==> src/rtl/synth_audio_pkg.sv <==
// Shared constants for the synth audio output path.
package synth_audio_pkg;

    localparam int AUDIO_DATA_WIDTH = 16;
    localparam int I2S_SLOT_WIDTH   = 32;
    localparam int I2S_BCLK_DIV     = 4;

    // clk_i cycles per stereo frame (left slot + right slot)
    localparam int FRAME_CYCLES = 2 * I2S_SLOT_WIDTH * I2S_BCLK_DIV;

endpackage

==> src/rtl/i2s_clk_gen.sv <==
// I2S timing generator: bit clock divider, frame bit counter and the
// strobes the transmitter uses to line data up with BCLK edges.
module i2s_clk_gen
    import synth_audio_pkg::*;
#(
    parameter int SLOT_WIDTH = I2S_SLOT_WIDTH,
    parameter int BCLK_DIV   = I2S_BCLK_DIV,
    parameter int POS_W      = $clog2(I2S_SLOT_WIDTH)
) (
    input  logic             clk,
    input  logic             rst,
    output logic             bclk,
    output logic             lrclk,
    output logic             bit_tick,
    output logic             bit_end,
    output logic             frame_end,
    output logic [POS_W-1:0] slot_pos
);

    localparam int DIV_W = (BCLK_DIV > 2) ? $clog2(BCLK_DIV) : 1;
    localparam int BIT_W = $clog2(2 * SLOT_WIDTH);

    localparam logic [DIV_W-1:0] DIV_LAST = DIV_W'(BCLK_DIV - 1);
    localparam logic [DIV_W-1:0] DIV_HALF = DIV_W'(BCLK_DIV / 2);
    localparam logic [BIT_W-1:0] BIT_LAST = BIT_W'(2 * SLOT_WIDTH - 1);
    localparam logic [BIT_W-1:0] SLOT_LEN = BIT_W'(SLOT_WIDTH);

    logic [DIV_W-1:0] div_cnt;
    logic [BIT_W-1:0] bit_cnt;
    logic [BIT_W-1:0] pos_full;

    // div_cnt runs every cycle; bit_cnt steps once per BCLK period
    always_ff @(posedge clk or posedge rst) begin
        if (rst) begin
            div_cnt <= '0;
            bit_cnt <= '0;
        end else if (div_cnt == DIV_LAST) begin
            div_cnt <= '0;
            bit_cnt <= (bit_cnt == BIT_LAST) ? '0 : bit_cnt + 1'b1;
        end else begin
            div_cnt <= div_cnt + 1'b1;
        end
    end

    // all timing outputs are pure decodes of the two counters
    always_comb begin
        bclk      = (div_cnt >= DIV_HALF);
        lrclk     = (bit_cnt >= SLOT_LEN);
        bit_tick  = (div_cnt == '0);
        bit_end   = (div_cnt == DIV_LAST);
        frame_end = (div_cnt == DIV_LAST) && (bit_cnt == BIT_LAST);
        pos_full  = lrclk ? (bit_cnt - SLOT_LEN) : bit_cnt;
        slot_pos  = pos_full[POS_W-1:0];
    end

endmodule

==> src/rtl/i2s_tx.sv <==
// I2S transmitter: one-entry holding buffer in front of a frame-rate
// active register; the active sample is shifted out MSB first in both
// the left and right slots with the standard one-bit I2S delay.
module i2s_tx
    import synth_audio_pkg::*;
#(
    parameter int DATA_WIDTH = AUDIO_DATA_WIDTH,
    parameter int SLOT_WIDTH = I2S_SLOT_WIDTH,
    parameter int BCLK_DIV   = I2S_BCLK_DIV
) (
    input  logic                  clk_i,
    input  logic                  rst_i,
    input  logic                  valid_i,
    input  logic [DATA_WIDTH-1:0] data_i,
    output logic                  ready_o,
    output logic                  bclk_o,
    output logic                  lrclk_o,
    output logic                  sdata_o,
    output logic                  underrun_o
);

    localparam int POS_W = $clog2(SLOT_WIDTH);
    localparam logic [POS_W-1:0] POS_DATA_END = POS_W'(DATA_WIDTH);

    logic                  bit_tick;
    logic                  bit_end;
    logic                  frame_end;
    logic [POS_W-1:0]      slot_pos;
    logic [DATA_WIDTH-1:0] pending;
    logic                  pending_full;
    logic [DATA_WIDTH-1:0] active;
    logic [DATA_WIDTH-1:0] shift_reg;
    logic                  accept;

    i2s_clk_gen #(
        .SLOT_WIDTH (SLOT_WIDTH),
        .BCLK_DIV   (BCLK_DIV),
        .POS_W      (POS_W)
    ) u_clk_gen (
        .clk       (clk_i),
        .rst       (rst_i),
        .bclk      (bclk_o),
        .lrclk     (lrclk_o),
        .bit_tick  (bit_tick),
        .bit_end   (bit_end),
        .frame_end (frame_end),
        .slot_pos  (slot_pos)
    );

    assign accept     = valid_i && !pending_full;
    assign ready_o    = !pending_full;
    assign underrun_o = frame_end && !pending_full;
    assign sdata_o    = (slot_pos != '0) && (slot_pos <= POS_DATA_END) ? shift_reg[DATA_WIDTH-1] : 1'b0;

    // holding buffer fills on accept and drains at the frame boundary
    always_ff @(posedge clk_i or posedge rst_i) begin
        if (rst_i) begin
            pending      <= '0;
            pending_full <= 1'b0;
        end else if (accept) begin
            pending      <= data_i;
            pending_full <= 1'b1;
        end else if (frame_end && pending_full) begin
            pending_full <= 1'b0;
        end
    end

    // active sample only changes at a frame boundary; silence on underrun
    always_ff @(posedge clk_i or posedge rst_i) begin
        if (rst_i) begin
            active <= '0;
        end else if (frame_end) begin
            active <= pending_full ? pending : '0;
        end
    end

    // reload at each slot start (data is gated off there), shift between data bits
    always_ff @(posedge clk_i or posedge rst_i) begin
        if (rst_i) begin
            shift_reg <= '0;
        end else if (bit_tick && (slot_pos == '0)) begin
            shift_reg <= active;
        end else if (bit_end && (slot_pos != '0) && (slot_pos < POS_DATA_END)) begin
            shift_reg <= {shift_reg[DATA_WIDTH-2:0], 1'b0};
        end
    end

endmodule

==> config.mk <==
export PLATFORM = sky130hd
export DESIGN_NAME = i2s_tx
export DESIGN_NICKNAME = d
export VERILOG_FILES = /design/src/rtl/synth_audio_pkg.sv /design/src/rtl/i2s_clk_gen.sv /design/src/rtl/i2s_tx.sv
export SDC_FILE = /design/constraint.sdc
export NUM_CORES = 1
export LEC_CHECK = 0
export BUFFER_PORTS_ARGS = -buffer_cell sky130_fd_sc_hd__buf_2
export CORE_MARGIN = 5
export CORE_UTILIZATION = 45
export CTS_BUF_LIST = sky130_fd_sc_hd__clkbuf_8
export CTS_CLUSTER_DIAMETER = 50
export DETAILED_ROUTE_END_ITERATION = 10
export REMOVE_ABC_BUFFERS = 1
export SLEW_MARGIN = 25
export SYNTH_ARGS = -nofsm -noshare
export SYNTH_HDL_FRONTEND = slang
export SYNTH_SLANG_ARGS = --single-unit
==> constraint.sdc <==
create_clock -name clk_i -period 2.9 [get_ports clk_i]
set_input_delay 0.87 -clock clk_i [delete_from_list [all_inputs] [get_ports clk_i]]
set_output_delay 0.87 -clock clk_i [all_outputs]
set_load 0.05 [all_outputs]
==> flow_summary.json <==
{
  "status": "completed",
  "cpMostUsedCell": "ha_1",
  "clk_pin_slew_worst_paths_ps": 70,
  "num_vias": 1735,
  "grt_start_max_net_pins": 35,
  "clk_latency_ps": 320,
  "synth_warnings": 0,
  "fp.coreArea_mm2": 0.00547,
  "pwr-share-clk_pct": 49.3,
  "peakVddDrop_v": 0.000466,
  "root_buffer": "clkbuf_8",
  "die_h_um": 84.9,
  "globalRoute.totalOverflow": 0,
  "tightestPinTransition_ps": 619,
  "grt_antenna_before_repair": 0,
  "row_count": 27,
  "setup_tns_ps": 0,
  "die_area_mm2": 0.00721,
  "power_switching_share_pct": 19.7,
  "yosys.area.top_type": "dfrtp_1",
  "synthAdderAreaFrac_pct": 2.97,
  "yosysSeqAreaShare_pct": 56.5,
  "arrival_ps": 1810,
  "post-route-period-util_pct": 92.5,
  "combPwrFrac_pct": 2.6,
  "worstHoldStart": "u_clk_gen.div_cnt[0]",
  "yosys.area_share.simple_pct": 13.9,
  "drive_gt1_share_pct": 24.1,
  "power_mw": 1.69,
  "synth_area_leaders": "dfrtp_1 (57%), nand2_1 (7.6%), mux2_2 (7.1%)",
  "fin_crit_ps": 2680,
  "gp_congestion": 0.704,
  "internal-power_mw": 1.35,
  "cts_tree": "built",
  "synth_edf_count": 0,
  "grt_pass1_wl_um": 7870,
  "clk_path_buf_depth": 2,
  "relSlewSlack_pct": 58.7,
  "drt_wl_total_um": 4450,
  "slowest_stage": "dfrtp_1",
  "r2r_end": "shift_reg[13]",
  "synthArstFlopShare_pct": 100,
  "drc": 0,
  "critPathKind": "reg -> out",
  "synth_compound_area_share_pct": 12.9,
  "cp.buffers_inverters": 2,
  "instances_no_fill": 342,
  "synth_xor_area_share_pct": 1.39,
  "dp.cells": 326,
  "worst_hold_path_type": "reg -> reg",
  "synth_area_per_cell_um2": 10.4,
  "dp_hpwl_um": 3010,
  "first_pass_iters": 4,
  "hold_end": "u_clk_gen.div_cnt[0]",
  "path_cells": "inv_1 > ha_1 > nor3b_1 > ha_1 > and2_1 > buf_2",
  "cts_setup_buffers": 0,
  "cp.required_ps": 2030,
  "worstReg2RegStart": "u_clk_gen.bit_cnt[0]",
  "synth_top_family_by_area": "simple AND/OR/NAND/NOR gates",
  "powerDensity_mw_per_mm2": 580,
  "switchingPower_mw": 0.331,
  "postRouteAntennaNets": 0,
  "setup_ws_ps": 218,
  "fin_nets": 290,
  "ff2ff_setup_slack_ps": 760,
  "ys.flop_type": "dfrtp_1",
  "p_leak_nw": 1.39,
  "first_global_vias": 1715,
  "synthCells": 242,
  "crit_family": "flip-flops",
  "cts_buffers": 9,
  "synth.distinct_cells": 27,
  "critPathMaxStageDelay_ps": 430,
  "dp_slack_ps": 556,
  "maxCapViolations": 0,
  "areaGrowthSynthToFinish_pct": 15.1,
  "yosys-top-cells-count": "dfrtp_1 (57), nand2_1 (51), nor2_1 (19)",
  "initial_utilization_pct": 46.1,
  "diodes": 0,
  "worstSetupStartpointType": "flop",
  "yosys.area.top_type_share_pct": 56.5,
  "ys_seq_elements": 57,
  "power_frac_seq_pct": 48.2,
  "pin_count": 24,
  "rsz0062_at_grt": "no",
  "syn-cell-area_mm2": 0.00252,
  "drt_iter0_drc": 98,
  "via_per_inst": 5.07,
  "cts.sinks": 57,
  "max_freq_mhz": 373,
  "post_drt_wl_per_cell_um": 13.0,
  "track_usage_pct": 13.5,
  "r2r_cells": 7,
  "crit_fanout": 5,
  "die_x_um": 84.9,
  "h-tree-depth": 3,
  "slew_viol_final": 0,
  "fin_util_pct": 53.1,
  "port_buffers": 23,
  "whs_path_depth": 1,
  "crit_path_end_kind": "output port",
  "skew_ps": 8.45,
  "cts_resized": 0,
  "cts_hold_buf": 0,
  "setup_viol": 0,
  "muxShareOfSynthArea_pct": 7.14,
  "finalHoldViolations": 0,
  "yosysMostFrequentCell": "dfrtp_1"
}
## placed cells by master (no fill, tap or decap), drive strengths merged
master | synthesis | layout
dfrtp | 57 | 57
buf | 9 | 30
or3b | 1 | 1
o41ai | 1 | 1
clkinv | 0 | 2
nand2 | 51 | 51
a21oi | 1 | 1
a31oi | 15 | 15
nor3b | 2 | 2
nand4 | 3 | 3
mux2 | 16 | 16
xor2 | 1 | 1
nor2 | 19 | 19
nor2b | 1 | 1
nand3 | 2 | 2
ha | 6 | 6
xnor2 | 3 | 3
and2 | 1 | 1
bufinv | 0 | 2
clkbuf | 9 | 11
nor3 | 1 | 1
inv | 7 | 7
o21ai | 18 | 18
o31ai | 16 | 16
clkinvlp | 0 | 1
o21bai | 1 | 1
or2 | 1 | 1
## worst max-delay path by stage
stage / startpoint / end / slack [ps] / cells past startpoint
finish: u_clk_gen.bit_cnt[0] / sdata_o / 220 / 6
floorplan: u_clk_gen.div_cnt[1] / underrun_o / -720 / 3
global route: u_clk_gen.div_cnt[1] / underrun_o / 20 / 4
global placement: u_clk_gen.div_cnt[1] / underrun_o / 580 / 4
detailed placement: u_clk_gen.bit_cnt[0] / sdata_o / 560 / 6
CTS: u_clk_gen.bit_cnt[0] / sdata_o / 180 / 6
## metal layers
metal | track usage (%) | share of wire, %
met5 | 0 | 0
met4 | 6.47 | 1.5
met3 | 2.62 | 3.0
met2 | 20.4 | 45
met1 | 18.7 | 51
## power by group through the flow
stage,registers (mW),logic (mW),clock network [mW]
floorplan,0.825,0.0261,0
global placement,0.826,0.0447,0
CTS,0.812,0.0458,0.843
detailed placement,0.827,0.0456,0
finish,0.812,0.0434,0.830
global route,0.813,0.0512,0.887
## stage by stage
| stage | hold WS (ps) | area, µm² |
|---|---|---|
| finish | 454 | 2910 |
| global route | 477 | 2910 |
| CTS | 453 | 2910 |
| detailed placement | 444 | 2680 |
| global placement | 437 | 2680 |
| floorplan | 424 | 2420 |
## logic make-up (layout without fill, tap and decap cells)
logic type               Yosys count  in the layout
AND/OR/NAND/NOR                   82             82
flip-flops                        57             57
AO/OA/AOI/OAI                     52             52
buffers and inverters             25             53
multiplexers                      16             16
adder cells (fa/ha/maj)            6              6
XOR/XNOR                           4              4
## final cells by class
class | count | area (µm²)
clock buffer | 11 | 151
sequential | 57 | 1430
clock inverter | 5 | 77.6
fill | 530 | 2570
tap | 72 | 90.1
timing repair buffer | 30 | 168
inverter | 7 | 26.3
multi-input combinational | 160 | 966
Power figures use the tool's default switching activity.
